## src/rtl/led_pkg.sv

```systemverilog
// Shared mode encoding and wr_data field layout for led_driver and led_channel.
package led_pkg;

    typedef enum logic [1:0] {
        LED_OFF   = 2'd0,
        LED_ON    = 2'd1,
        LED_BLINK = 2'd2,
        LED_PWM   = 2'd3
    } led_mode_e;

    localparam int unsigned MODE_W = 2;

    // The mode field sits directly above the duty field in wr_data.
    function automatic int unsigned mode_lsb(input int unsigned pwm_bits);
        return pwm_bits;
    endfunction

    function automatic int unsigned mode_msb(input int unsigned pwm_bits);
        return pwm_bits + MODE_W - 1;
    endfunction

endpackage

```

## src/rtl/led_channel.sv

```systemverilog
// One LED channel: mode/duty registers, lit decision and registered pin drive.
// Optional duty fading is enabled with the LED_DRIVER_FADE_EN macro.
module led_channel
    import led_pkg::*;
#(
    parameter int unsigned PWM_BITS   = 8,
    parameter bit          ACTIVE_LOW = 1'b0
) (
    input  logic                       clk,
    input  logic                       rst_n,
    input  logic                       wr_en,
    input  logic [PWM_BITS+MODE_W-1:0] wr_data,
    input  logic [PWM_BITS-1:0]        pwm_cnt,
    input  logic                       blink_phase,
`ifdef LED_DRIVER_FADE_EN
    input  logic                       fade_tick,
`endif
    output logic                       led
);

    localparam int unsigned ModeLsb = mode_lsb(PWM_BITS);
    localparam int unsigned ModeMsb = mode_msb(PWM_BITS);

    led_mode_e           mode_q;
    logic [PWM_BITS-1:0] duty_q;
    logic [PWM_BITS-1:0] cmp_duty;
    logic                lit;

    always_ff @(posedge clk or negedge rst_n) begin
        if (!rst_n) begin
            mode_q <= LED_OFF;
            duty_q <= '0;
        end else if (wr_en) begin
            mode_q <= led_mode_e'(wr_data[ModeMsb:ModeLsb]);
            duty_q <= wr_data[PWM_BITS-1:0];
        end
    end

`ifdef LED_DRIVER_FADE_EN
    logic [PWM_BITS-1:0] cur_duty_q;

    // Mode writes stay immediate; only the compare level walks toward the target.
    always_ff @(posedge clk or negedge rst_n) begin
        if (!rst_n) begin
            cur_duty_q <= '0;
        end else if (fade_tick) begin
            if (cur_duty_q < duty_q) begin
                cur_duty_q <= cur_duty_q + PWM_BITS'(1);
            end else if (cur_duty_q > duty_q) begin
                cur_duty_q <= cur_duty_q - PWM_BITS'(1);
            end
        end
    end

    assign cmp_duty = cur_duty_q;
`else
    assign cmp_duty = duty_q;
`endif

    always_comb begin
        lit = 1'b0;
        case (mode_q)
            LED_OFF:   lit = 1'b0;
            LED_ON:    lit = 1'b1;
            LED_BLINK: lit = blink_phase && (pwm_cnt < cmp_duty);
            LED_PWM:   lit = (pwm_cnt < cmp_duty);
            default:   lit = 1'b0;
        endcase
    end

    always_ff @(posedge clk or negedge rst_n) begin
        if (!rst_n) begin
            led <= ACTIVE_LOW;
        end else begin
            led <= lit ^ ACTIVE_LOW;
        end
    end

endmodule

```

## src/rtl/led_driver.sv

```systemverilog
// Multi-channel LED driver: shared PWM/blink timebase feeding N_LEDS led_channel instances.
// Define LED_DRIVER_FADE_EN to add per-channel duty fading paced by FADE_DIV.
module led_driver
    import led_pkg::*;
#(
    parameter int unsigned N_LEDS     = 5,
    parameter int unsigned PWM_BITS   = 8,
    parameter int unsigned BLINK_DIV  = 6000000,
    parameter bit          ACTIVE_LOW = 1'b0,
    parameter int unsigned FADE_DIV   = 4096,
    localparam int unsigned ADDR_W    = (N_LEDS > 1) ? $clog2(N_LEDS) : 1
) (
    input  logic                       clk,
    input  logic                       rst_n,
    input  logic                       wr_en,
    input  logic [ADDR_W-1:0]          wr_addr,
    input  logic [PWM_BITS+MODE_W-1:0] wr_data,
    output logic [N_LEDS-1:0]          led,
    output logic                       pwm_sync,
    output logic                       blink_phase
);

    localparam int unsigned BLINK_W = $clog2(BLINK_DIV);

    if (N_LEDS < 1 || N_LEDS > 32 || BLINK_DIV < 2 || FADE_DIV < 1) begin : g_bad_params
        $error("led_driver: N_LEDS must be 1..32, BLINK_DIV >= 2, FADE_DIV >= 1");
    end

    logic [PWM_BITS-1:0] pwm_cnt_q;
    logic [BLINK_W-1:0]  blink_cnt_q;
    logic                blink_wrap;

    assign blink_wrap = (blink_cnt_q == BLINK_W'(BLINK_DIV - 1));

    always_ff @(posedge clk or negedge rst_n) begin
        if (!rst_n) begin
            pwm_cnt_q <= '0;
            pwm_sync  <= 1'b0;
        end else begin
            pwm_cnt_q <= pwm_cnt_q + PWM_BITS'(1);
            // Registered alongside led so the pulse lines up with the first lit cycle.
            pwm_sync  <= (pwm_cnt_q == '0);
        end
    end

    always_ff @(posedge clk or negedge rst_n) begin
        if (!rst_n) begin
            blink_cnt_q <= '0;
            blink_phase <= 1'b0;
        end else if (blink_wrap) begin
            blink_cnt_q <= '0;
            blink_phase <= ~blink_phase;
        end else begin
            blink_cnt_q <= blink_cnt_q + BLINK_W'(1);
        end
    end

`ifdef LED_DRIVER_FADE_EN
    localparam int unsigned FADE_W = (FADE_DIV > 1) ? $clog2(FADE_DIV) : 1;

    logic [FADE_W-1:0] fade_cnt_q;
    logic              fade_tick;

    assign fade_tick = (fade_cnt_q == FADE_W'(FADE_DIV - 1));

    always_ff @(posedge clk or negedge rst_n) begin
        if (!rst_n) begin
            fade_cnt_q <= '0;
        end else if (fade_tick) begin
            fade_cnt_q <= '0;
        end else begin
            fade_cnt_q <= fade_cnt_q + FADE_W'(1);
        end
    end
`endif

    // Out-of-range addresses match no channel, so such writes fall away.
    for (genvar i = 0; i < int'(N_LEDS); i++) begin : g_ch
        logic ch_wr_en;

        assign ch_wr_en = wr_en && (wr_addr == ADDR_W'(i));

        led_channel #(
            .PWM_BITS   (PWM_BITS),
            .ACTIVE_LOW (ACTIVE_LOW)
        ) u_channel (
            .clk         (clk),
            .rst_n       (rst_n),
            .wr_en       (ch_wr_en),
            .wr_data     (wr_data),
            .pwm_cnt     (pwm_cnt_q),
            .blink_phase (blink_phase),
`ifdef LED_DRIVER_FADE_EN
            .fade_tick   (fade_tick),
`endif
            .led         (led[i])
        );
    end

endmodule

```

## config.mk

```make
export PLATFORM = sky130hd
export DESIGN_NAME = led_driver
export DESIGN_NICKNAME = d
export VERILOG_FILES = /design/src/rtl/led_pkg.sv /design/src/rtl/led_channel.sv /design/src/rtl/led_driver.sv
export SDC_FILE = /design/constraint.sdc
export NUM_CORES = 1
export LEC_CHECK = 0
export ABC_AREA = 1
export CAP_MARGIN = 20
export CORE_ASPECT_RATIO = 0.8
export CORE_UTILIZATION = 40
export CTS_BUF_LIST = sky130_fd_sc_hd__clkbuf_4 sky130_fd_sc_hd__clkbuf_8 sky130_fd_sc_hd__clkbuf_16
export CTS_CLUSTER_DIAMETER = 50
export DETAILED_ROUTE_END_ITERATION = 10
export SLEW_MARGIN = 10
export SYNTH_ARGS = -nofsm -noshare
export SYNTH_HDL_FRONTEND = slang
export SYNTH_SLANG_ARGS = --single-unit
```

## constraint.sdc

```tcl
create_clock -name clk -period 1.38 [get_ports clk]
set_clock_uncertainty 0.15 [all_clocks]
set_input_delay 0.276 -clock clk [delete_from_list [all_inputs] [get_ports clk]]
set_output_delay 0.276 -clock clk [all_outputs]
set_load 0.05 [all_outputs]
```

# Word-level counts from Yosys, hierarchy flattened
# Cells that the tools add are included.
# op_classes
addsub	2
magnitude_cmp	5
n_eq_ne	20
muxes	6
bitwise	1
n_reduce_logical	17
# ops
operator	count
less-than comparator 8 bit	5
adder 23 x 1 -> 23 bit, second input constant	1
equality test 23 bit, second input constant	1
2-to-1 mux 23 bit	1
equality test 2 bit, second input constant	10
one-hot mux 1 bit (4 select lines)	5
equality test 2 x 1 -> 1 bit, second input constant	5
logical AND 1 bit	10
logical NOT 2 bit	5
adder 8 x 1 -> 8 bit, second input constant	1
logical NOT 8 bit	1
equality test 3 x 2 -> 1 bit, second input constant	2
equality test 3 x 1 -> 1 bit, second input constant	1
equality test 3 bit, second input constant	1
logical NOT 3 bit	1
NOT 1 bit	1
# word_totals
reg_bits	88
word_cells	70

# Logic depth before layout (Yosys ltp)
# Gate-level depths: netlist of run 1.
# logic_depth
ltp_word	3
depth_mapped	9

# Cells and area by module
# Synthesis of run 1 repeated with hierarchy kept, for this count alone.
# hier_totals
cells_unflattened	588
hier_area_um2	4893.4
# modules_own_cells
module	instances	cells_each	area_each_um2	seq_area_each_um2
led_channel	5	69	608.1	275.3
led_driver	1	243	1853.0	825.8

# Least setup slack after synthesis of run 1
# Ideal clock, no wire load.
# synth_path
path_kind	reg-to-reg
from	reg blink_cnt_q[1]
to	reg blink_cnt_q[20]
setup_ns	0.122
t_arrival_ns	1.187
t_required_ns	1.108
setup_slack_ns	-0.079
path_stages_with_launch	9
n_path_buf	0
synth_period_minus_slack_ns	1.459
cell_sequence	dfrtp_1 > ha_1 > nand3_4 > inv_2 > nand2_2 > nor2_4 > nand3_4 > nand2_1 > nor2_1
# synth_via
elab_chain_cells	2
# synth_rtl
element	line	text
start: declaration	led_driver.sv:30	logic [BLINK_W-1:0] blink_cnt_q;
start signal: assignment	led_driver.sv:54	blink_cnt_q <= blink_cnt_q + BLINK_W'(1);
adder 23 x 1 -> 23 bit / equality test 23 bit (equally long branches)	led_driver.sv:54, led_driver.sv:33	
2-to-1 mux 23 bit *	led_driver.sv:50	end else if (blink_wrap) begin
# Every way passes the cells marked *; elsewhere a longest branch is shown, timed or not.
# A chain may end at the register's enable or synchronous reset.

# Worst setup path in the final report of run 1
# layout_path
from	reg blink_cnt_q[0]
to	reg blink_cnt_q[11]
# The elaborated chain is that of the path after synthesis.

==> results of run 1 <==
worst register-to-register path: cells and delay by family, from the launching register on:
family | cells | cell delay [ps]
buffers and inverters | 1 | 90
adders and majority gates | 1 | 170
and+or+nand+nor | 6 | 700
DFF | 1 | 400
cells in the mapped netlist (3+ instances only):
| master | number |
|---|---|
| nand2_1 | 154 |
| inv_1 | 106 |
| dfrtp_1 | 88 |
| o21ai_0 | 51 |
| nor2_1 | 48 |
| ha_1 | 38 |
| nand3_1 | 22 |
| a21oi_1 | 16 |
| xor2_1 | 14 |
| nor3_1 | 11 |
| clkbuf_1 | 10 |
| nand4_1 | 9 |
| or2_2 | 6 |
| buf_4 | 5 |
| nor2_4 | 5 |
| nor3b_1 | 5 |
| o21bai_1 | 5 |
| nand2_2 | 4 |
| nor2_2 | 4 |
| nand3b_1 | 3 |
power by group through the flow:
stage	combinational, mW	sequential (mW)	clock, mW
finish	1.39	3.09	2.59
global route	1.58	3.13	2.77
CTS	1.35	3.08	2.65
detailed placement	1.28	3.13	0
global placement	1.23	3.12	0
floorplan	0.860	3.05	0
area by class of cell:
| cell class | count | area share [%] |
|---|---|---|
| inverter | 107 | 6.21 |
| multi-input combinational | 405 | 39.1 |
| tap | 148 | 2.84 |
| sequential | 88 | 34.0 |
| timing repair buffer | 93 | 13.0 |
| clock buffer | 10 | 3.57 |
| clock inverter | 5 | 1.27 |
state kept, by name (all words and copies together) (netlist names):
name                     count
g_ch.u_channel.cmp_duty     40
blink_cnt_q                 23
g_ch.u_channel.mode_q       10
pwm_cnt_q                    8
g_ch.u_channel.led           5
blink_phase                  1
pwm_sync                     1
logic make-up after synthesis:
group	after synthesis
and+or+nand+nor	278
buffers and inverters	122
AOI/OAI and AO/OA	74
adders and majority gates	38
xor gates and xnor gates	15
DFF	88
metal layers:
layer | vias up | global-route usage [%]
met5 | - | 0
met2 | 81 | 31.4
met4 | 0 | 5.75
met3 | 9 | 4.17
li1 | 2097 | -
met1 | 1936 | 27.5
cells in the final DEF, fill, tap and decap left out, types with 4 or more instances in the layout:
master / n
a21oi_1: 13
buf_12: 8
buf_4: 65
buf_6: 4
clkbuf_16: 9
clkdlybuf4s50_1: 13
dfrtp_1: 77
dfrtp_2: 11
ha_1: 26
ha_4: 11
inv_1: 99
inv_2: 7
nand2_1: 145
nand2_2: 13
nand3_1: 16
nand3_2: 4
nand3_4: 5
nand4_1: 9
nor2_1: 42
nor2_2: 6
nor2_4: 9
nor3_1: 10
o21ai_0: 50
o21bai_1: 4
or2_2: 6
xor2_1: 14
worst max-delay path by stage:
stage,start,to,cells after the start
global route,blink_cnt_q[0]$_DFF_PN0_,blink_cnt_q[3]$_DFF_PN0_,8
global placement,wr_en,g_ch[2].u_channel.cmp_duty[5]$_DFFE_PN0P_,7
floorplan,blink_cnt_q[1]$_DFF_PN0_,blink_cnt_q[20]$_DFF_PN0_,8
detailed placement,wr_en,g_ch[2].u_channel.mode_q[1]$_DFFE_PN0P_,7
CTS,blink_cnt_q[0]$_DFF_PN0_,blink_cnt_q[20]$_DFF_PN0_,8
finish,blink_cnt_q[0]$_DFF_PN0_,blink_cnt_q[11]$_DFF_PN0_,8
repair_timing:
action / CTS / global route
pin swaps: 21 / 25
resized for setup: 39 / 36
hold buffers: 1 / 0
hold endpoints to repair: 88 / 0
endpoints found under the setup margin: 33 / 73
gates cloned: 0 / 2
buffers inserted: 8 / 2
per-stage QoR:
step                cells  setup WS (ps)
floorplan             615          -33.1
global placement      831           -320
detailed placement    831           -368
CTS                   853           -205
global route          856           -315
finish                856           -230
==> results.md, run 1 <==
- Synth Area in Adders: 9.65%
- CTS clk-pin slew, worst paths: about 60 ps
- Max incr delay on CP: 400 ps
- RSZ-0062 raised after global routing: yes
- Number of flops mapped to enable cells by yosys: 0
- Met3 wire len: roughly 530 µm
- Peak VDD IR: 0.602 mV
- Sequential share of the synthesized area: 44.7%
- Vias in the first global route: approximately 4000
- Largest net degree at the start of global routing: 62
- Crit-path slowest cell: dfrtp_1
- Async S/R FF share, synth: 100%
- H-tree Lvls: 3
- Hpwl dp: approximately 8.3 mm
- Layout Nets: between 700 and 800
- Syn-to-layout area delta: 32.5%
- TritonRoute pass-1 iters: 5
- IO buf count: 22
- Max Buffers Root-to-Sink: 2
- Ranking of synthesized cells by area: dfrtp_1 (45%), nand2_1 (12%), ha_1 (9.7%), inv_1 (8.1%), o21ai_0 (5.2%)
- Setup crit end kind: register
- Max Used Layer: met4
- Tot GR Track Use: between 10% and 20%
- Worst r2r src: blink_cnt_q[0]$_DFF_PN0_
- Sequential Area: around 2200 µm²
- Worst r2r dst: blink_cnt_q[11]$_DFF_PN0_
- Rows: 35
- Sequential power share: about 44%
- CTS Buf Count: 9
- Worst-margin pin slew: between 300 and 400 ps
- Yosys reg bits: just under 90
- CTS root buf: clkbuf_16
- CP required: ~1500 ps
- Placer congestion estimate: around 0.88
- First-pass GRT wire length: roughly 19 mm
- Final worst setup slack: -230 ps
- Hold Path Class: input port to async pin
- Worst-case reg-to-reg path depth: 8
- P_sw: around 1.9 mW
- R2R setup slack: -230 ps
- Synth Flop Type: dfrtp_1
- DR vias/cell: between 4 and 5
- Design Area, Final: between 6000 and 7000 µm²
- Post-synth top area share: 44.7%
- Post-DP Area: 5810 µm²
- Share of layout cells above drive strength 1: ~25%
- Synth Area in Compound Gates: under 10%
- Avg WL per Cell: approximately 14 µm
- TritonCTS clock tree: done
- Initial core utilization: a little over two fifths
- Clock power share: between 30% and 40%
- Netlist cell types: 29
- Area share of and/or/nand/nor cells after synthesis: about a quarter
- Initial antenna violation count: 0
- DR vias: 4123
- ANT nets after route: 0
- Synth Instances: about 620
- Area leader, netlist: dfrtp_1
- Ys Warns: 0
- WS Path Type: register to register
- Cell chain of the critical path: ha_4 -> nand3_4 -> inv_2 -> nand2_2 -> nor2_4 -> nand3_4 -> nand2_1 -> nor2_1
- Max_cap viols: 0
- Final setup violation count: 33
- Period utilization: 117%
- Status: finished, violations left
- Slew Limit Fails: 0
- Top cell by count, worst path: nand3_4
- Critical Path AT: between 1500 and 2000 ps
- Fin Hold WS: roughly 330 ps
- Mapped Area: roughly 4900 µm²
- Net Sw Frac: 27.6%
- Design Power: 7.07 mW
- Final hold viol count: 0
- Clk_lat worst skew: approximately 340 ps
- Lkg Pwr: roughly 3.2 nW
- Synth Area per Inst: ~8 µm²
- CP top delay family: simple AND/OR/NAND/NOR gates
- WL final: 11.7 mm
- Normalized max-slew margin: around 76%
- Pwr/cell area: 1080 nW/µm²
- Setup TNS: -4590 ps
- Post-Syn Nets: about 670
- Final Util: 55.6%
- WP buf/inv: 1
- Die W: roughly 130 µm
- # fillers: around 1100
- Die height: around 100 µm
- WL met2: around 5.3 mm
- Initial DRC Count: approximately 230
- Met1 Wirelength: ~5.8 mm
- Core footprint: approximately 12000 µm²
- Combinational Power Share: 19.7%
- Min Tclk post-route: roughly 1600 ps
- Critical path startpoint category: register
- Crit path max fanout: 8
- GR Overflow Total: 0
- XOR/XNOR share of the synthesized area: 2.67%
- Largest family of logic cells by synthesized area: simple AND/OR/NAND/NOR gates
- # IOs: 23
- Post-synthesis mux area share: 0%
- ANT cells: 0
- Area occupied by multi-input gates: between 2000 and 3000 µm²
- Clock sinks: slightly below 90
- F_max: around 620 MHz
- Die ar.: 12800 µm²
- Internal Power: 5.12 mW
- Violated checks: negative setup slack
- DRC errors left: 0
Note: power is estimated with default switching activity, not from simulation.
==> inputs of run 2 (changes only) <==
==> constraint.sdc (replaced) <==
create_clock -name clk -period 1.7 [get_ports clk]
set_clock_uncertainty 0.15 [all_clocks]
set_input_delay 0.34 -clock clk [delete_from_list [all_inputs] [get_ports clk]]
set_output_delay 0.34 -clock clk [all_outputs]
set_load 0.05 [all_outputs]
==> run 2 against run 1 <==
The run now ends clean. Final cell count fell by 6.1%. Via count fell by 4.0%. Combinational power fell by 24%. Register-to-register slack improved by 290 ps. Worst hold slack got worse by 22 ps. Worst setup slack improved by 290 ps. Fmax fell by 1.7%. Count of clock-buffer cells in the layout rose by 3. Utilization fell by 5.9 points. Sequential share of layout area rose by 3.9 points. Global-route usage fell by 1.1 points. Critical path type unchanged. Critical endpoint is now blink_cnt_q[20]$_DFF_PN0_. Highest routed layer unchanged.
==> results.md, run 2 (same netlist as run 1, synthesis figures left out) <==
- Status: complete, no violations
- ANT cells: 0
- Avg WL per Cell: about 14 µm
- Pwr/cell area: 921 nW/µm²
- # fillers: 1158
- CTS Buf Count: 9
- Largest net degree at the start of global routing: 35
- Sequential power share: 46.6%
- Normalized max-slew margin: around 70%
- Final cell count without fillers: 804
- Placer congestion estimate: 0.920
- Die ar.: 12800 µm²
- Share of layout cells above drive strength 1: approximately 13%
- Layout Nets: ~710
- Die height: a little over 100 µm
- Initial core utilization: a little over two fifths
- Syn-to-layout area delta: 18.5%
- Max reg flops: 40
- Initial antenna violation count: 0
- Core footprint: 11700 µm²
- CP required: approximately 1800 ps
- Clk_lat worst skew: approximately 340 ps
- TritonCTS clock tree: done
- Commonest non-fill, non-tap cells in the layout: nand2_1 (150), inv_1 (106), dfrtp_1 (83)
- Worst-margin pin slew: ~450 ps
- Critical path startpoint category: register
- Period utilization: a little over nine tenths
- Max_cap viols: 0
- First-pass GRT wire length: between 15 and 20 mm
- Design Power: roughly 5.4 mW
- Cells after DPL: roughly 780
- RSZ-0062 raised after global routing: yes
- DR vias: 3957
- GR Overflow Total: 0
- Max Buffers Root-to-Sink: 2
- Clock sinks: 88
- IO buf count: 22
- Initial DRC Count: about 200
- Fin Hold WS: around 300 ps
- Tot GR Track Use: a little under a fifth
- Final hold viol count: 0
- Area occupied by multi-input gates: roughly 2300 µm²
- CTS root buf: clkbuf_16
- WL final: 11.1 mm
- Clock power share: 34.0%
- Die W: around 130 µm
- Final setup violation count: 0
- ANT nets after route: 0
- F_max: about 610 MHz
- Most common cell after layout, fill and taps aside: nand2_1
- Rows: 35
- # IOs: 23
- Slew Limit Fails: 0
- Combinational Power Share: around 20%
- DRC errors left: 0
- Final worst setup slack: roughly 62 ps
- Net Sw Frac: between 20% and 30%
- Crit path max fanout: 8
- P_sw: between 1.5 and 2 mW
- CTS clk-pin slew, worst paths: about 60 ps
- Lkg Pwr: ~2.9 nW
- Hold Path Class: input port to async pin
- DR vias/cell: 4.92
- Top cell by count, worst path: nand3_4
- H-tree Lvls: 3
- Final Util: between 40% and 50%
- Vias in the first global route: roughly 3700
- Post-Place Worst Slack: -119 ps
- Peak VDD IR: 0.488 mV
- Crit-path slowest cell: dfrtp_1
- Critical Path AT: 1710 ps
- TritonRoute pass-1 iters: 5
- Max incr delay on CP: about 350 ps
- Internal Power: between 3 and 4 mW
- WS Path Type: register to register
- Cell chain of the critical path: ha_2 -> nand3_4 -> inv_4 -> nand2_4 -> nor2_4 -> nand3_4 -> nand2_1 -> nor2_1
- Sequential Area: 2210 µm²
- Hpwl dp: roughly 8 mm
- Min Tclk post-route: roughly 1600 ps
- Setup crit end kind: register
[run 2: changes by cell type in the layout (fill, tap and decap cells not counted), moves of 7 or more]
cell,before,now
ha_1,26,35
inv_2,7,0
ha_4,11,2
inv_1,99,106
buf_4,65,16
[run 2: worst paths after layout]
path | startpoint | slack (ps) | end | cells past startpoint
max | blink_cnt_q[1]$_DFF_PN0_ | 60 | blink_cnt_q[20]$_DFF_PN0_ | 8
min | rst_n | 310 | blink_cnt_q[3]$_DFF_PN0_ | 2
max reg2reg | blink_cnt_q[1]$_DFF_PN0_ | 60 | blink_cnt_q[20]$_DFF_PN0_ | 8
min reg2reg | g_ch[1].u_channel.cmp_duty[2]$_DFFE_PN0P_ | 340 | g_ch[1].u_channel.cmp_duty[2]$_DFFE_PN0P_ | 2
max in group asynchronous | rst_n | 510 | g_ch[0].u_channel.cmp_duty[1]$_DFFE_PN0P_ | 3
min in group clk | g_ch[1].u_channel.cmp_duty[2]$_DFFE_PN0P_ | 340 | g_ch[1].u_channel.cmp_duty[2]$_DFFE_PN0P_ | 2
[run 2: metrics by stage]
step           instance area, µm²  setup TNS [ps]
6_report                     5840               0
3_3_place_gp                 5430           -1910
5_1_grt                      5840            -121
2_1_floorplan                4930               0
4_1_cts                      5710               0
3_5_place_dp                 5430           -2640
[run 2: timing repair]
item,CTS,global route
hold buffers,1,0
endpoints found under the hold margin,22,0
setup buffers,0,5
gates resized for setup,1,22
pin swaps,0,4
setup endpoints to repair,1,19
[run 2: area by class of cell]
cell class	instances	area share, %
Inverter	107	6.92
Clock inverter	3	0.321
Timing Repair Buffer	40	7.56
Clock buffer	13	4.37
Multi-Input combinational cell	405	39.8
Tap cell	148	3.17
Sequential cell	88	37.8
[run 2: layer usage]
layer,track usage [%],wire (µm),up-vias
li1,-,-,2001
met1,27.2,5660,1858
met2,28.2,4810,87
met3,3.80,542,11
met4,5.75,112,0
met5,0,0,-
[run 2: worst max-delay path: cells and delay by family (launching register included)]
family	cells	cell delay, ps
adders and majority gates	1	220
and+or+nand+nor	6	710
buffers and inverters	1	100
DFF	1	350
[run 2: power groups by stage]
stage	logic (mW)	clock network (mW)	registers [mW]
detailed placement	1.01	0	2.54
CTS	1.02	1.88	2.50
finish	1.05	1.83	2.50
floorplan	0.698	0	2.48
global route	1.19	1.97	2.53
global placement	0.975	0	2.53
==> inputs of run 3 (changes only) <==
--- a/config.mk
+++ b/config.mk
@@ -7,12 +7,16 @@
 export LEC_CHECK = 0
 export ABC_AREA = 1
 export CAP_MARGIN = 20
+export CELL_PAD_IN_SITES_DETAIL_PLACEMENT = 0
+export CELL_PAD_IN_SITES_GLOBAL_PLACEMENT = 1
 export CORE_ASPECT_RATIO = 0.8
 export CORE_UTILIZATION = 40
 export CTS_BUF_LIST = sky130_fd_sc_hd__clkbuf_4 sky130_fd_sc_hd__clkbuf_8 sky130_fd_sc_hd__clkbuf_16
 export CTS_CLUSTER_DIAMETER = 50
 export DETAILED_ROUTE_END_ITERATION = 10
+export PLACE_DENSITY_LB_ADDON = 0.1
 export SLEW_MARGIN = 10
 export SYNTH_ARGS = -nofsm -noshare
 export SYNTH_HDL_FRONTEND = slang
+export SYNTH_HIERARCHICAL = 1
 export SYNTH_SLANG_ARGS = --single-unit
==> run 3 against run 2 <==
Die area decreased by 0.64%. Critical path type is now register to primary output. First-iteration DRC count increased by 1.5%. Highest routed layer unchanged. Power up 11%.
==> results.md, run 3 <==
- Status: complete, no violations
- ANT cells: 0
- Rows: 35
- Most common cell after layout, fill and taps aside: nand2_1
- Slew Limit Fails: 0
- # IOs: 23
- Cell chain of the critical path: buf_12
- TritonCTS clock tree: done
- Max Used Layer: met4
- Final setup violation count: 0
- Yosys reg bits: between 80 and 90
- Met1 Wirelength: about 6.3 mm
- Mapped Area: between 4000 and 5000 µm²
- ANT nets after route: 0
- CTS root buf: clkbuf_16
- Max incr delay on CP: 610 ps
- Async S/R FF share, synth: between 90% and 100%
- Synth Flop Type: dfrtp_1
- Number of flops mapped to enable cells by yosys: 0
- Ranking of synthesized cells by area: dfrtp_1 (45%), nand2_1 (13%), ha_1 (9.7%), inv_1 (6.7%), nor2_1 (4.4%)
- Hold Path Class: input port to async pin
- Share of layout cells above drive strength 1: between 10% and 20%
- Vias in the first global route: 3686
- Die ar.: 12700 µm²
- GR Overflow Total: 0
- Area leader, netlist: dfrtp_1
- Synth Instances: 588
- Met3 wire len: 386 µm
- Crit path max fanout: 8
- WL met2: about 4.6 mm
- CTS clk-pin slew, worst paths: roughly 60 ps
- Commonest non-fill, non-tap cells in the layout: nand2_1 (166), inv_1 (87), dfrtp_1 (84)
- H-tree Lvls: 3
- Initial antenna violation count: 0
- F_max: just over 600 MHz
- WP buf/inv: 1
- WS Path Type: register to primary output
- Syn-to-layout area delta: 20.3%
- Synth Area per Inst: ~8.3 µm²
- Normalized max-slew margin: between 70% and 80%
- Post-CTS setup buffer count: 0
- Core footprint: ~12000 µm²
- First-pass GRT wire length: around 19 mm
- DR vias/cell: approximately 4.7
- CTS Buf Count: 9
- Avg WL per Cell: 14.4 µm
- Setup crit end kind: primary output
- TritonRoute pass-1 iters: 4
- Max_cap viols: 0
- CP top delay family: flip-flops
- Top-count cell post-synth: nand2_1
- Period utilization: between 90% and 100%
- CP required: 1210 ps
- Crit-path slowest cell: dfrtp_1
- Post-Syn Nets: approximately 640
- IO buf count: 22
- Initial DRC Count: 205
- Post-synth top cells: nand2_1 (166), dfrtp_1 (88), inv_1 (87)
- Tot GR Track Use: between 15 and 20%
- Clk_lat worst skew: between 300 and 400 ps
- Critical path startpoint category: register
- Max Buffers Root-to-Sink: 2
- Lkg Pwr: ~3.0 nW
- Ys Warns: 6
- Hpwl dp: ~8.7 mm
- Placer congestion estimate: 0.834
- Final hold viol count: 0
- Initial core utilization: 41.7%
- DR vias: 3761
- Post-synth top area share: 45.0%
- Netlist cell types: 26
- Layout Nets: 693
- Pwr/cell area: ~1000 nW/µm²
- Critical Path AT: 1150 ps
- Die height: approximately 100 µm
- Largest net degree at the start of global routing: 32
- Die W: about 130 µm
- Worst-margin pin slew: approximately 440 ps
- Peak VDD IR: 0.873 mV
- Final Util: between 50% and 60%
- Fin Hold WS: just under 300 ps
- Clock sinks: a little under 90
- R2R setup slack: 110 ps
- DRC errors left: 0
- Sequential share of the synthesized area: 45.0%
- Min Tclk post-route: 1640 ps
- # fillers: around 1100
- Max reg flops: 40
- WL final: about 11 mm
- RSZ-0062 raised after global routing: yes
-- run 3: cells by family (layout without fill, tap and decap cells) --
kind of cell,Yosys count,after routing,synth area share (%)
and+or+nand+nor,273,274,23.6
buffers and inverters,102,157,9.36
DFF,88,88,45.0
AOI/OAI and AO/OA,62,62,6.60
adders and majority gates,38,38,9.72
xor gates and xnor gates,15,15,2.68
muxes,10,10,3.07
-- run 3: area by class of cell --
| type | count | area (µm²) | area share [%] |
|---|---|---|---|
| Inverter | 92 | 345 | 5.87 |
| Clock inverter | 5 | 103 | 1.74 |
| Clock buffer | 11 | 253 | 4.29 |
| Timing Repair Buffer | 49 | 531 | 9.01 |
| Sequential cell | 88 | 2210 | 37.5 |
| Tap cell | 148 | 185 | 3.15 |
| Multi-Input combinational cell | 399 | 2260 | 38.4 |
-- run 3: report_power, final --
group	internal, mW	switching, mW	total [mW]	leakage (nW)
Clock	1.51	0.814	2.33	0.172
Sequential	2.38	0.127	2.51	1.10
Combinational	0.509	0.635	1.14	1.69
Total	4.40	1.58	5.98	2.96
-- run 3: what timing repair did --
action                                 4_1_cts  5_1_grt
setup endpoints to repair                    0       11
hold buffers                                 1        0
endpoints found under the hold margin       16        0
gates resized for setup                      0        5
-- run 3: worst register-to-register path, stage by stage, from the launching register on --
cell,delay (ps)
dfrtp_1,350
ha_1,220
nand2_1,110
nor3_4,250
nand3_4,180
inv_2,150
nor2_1,70
-- run 3: path summary, 6_finish.rpt --
kind / startpoint / to / cells after the start
worst max-delay path: blink_phase$_DFFE_PN0N_ / blink_phase / 1
worst min-delay path: rst_n / g_ch[1].u_channel/cmp_duty[1]$_DFFE_PN0P_ / 2
worst max register to register: blink_cnt_q[1]$_DFF_PN0_ / blink_cnt_q[11]$_DFF_PN0_ / 6
worst min register to register: g_ch[2].u_channel/mode_q[1]$_DFFE_PN0P_ / g_ch[2].u_channel/led$_DFF_PN0_ / 3
max in group asynchronous: rst_n / pwm_cnt_q[5]$_DFF_PN0_ / 3
min in group clk: g_ch[2].u_channel/mode_q[1]$_DFFE_PN0P_ / g_ch[2].u_channel/led$_DFF_PN0_ / 3
-- run 3: per-stage QoR --
step | power (mW) | instance area (µm²) | TNS [ps] | setup WS, ps | std cells
2_1_floorplan | 3.22 | 4890 | 0 | 293 | 588
3_3_place_gp | 3.66 | 5500 | -3780 | -156 | 774
3_5_place_dp | 3.70 | 5500 | -4660 | -192 | 774
4_1_cts | 6.06 | 5870 | 0 | 42.4 | 791
5_1_grt | 6.31 | 5890 | -37.0 | -37.0 | 792
6_report | 5.98 | 5890 | 0 | 64.2 | 792
-- run 3: per-layer routing --
layer,vias up,track usage (%)
met4,0,4.50
met1,1760,30.6
met2,53,29.0
li1,1938,-
met3,10,3.56
met5,-,0
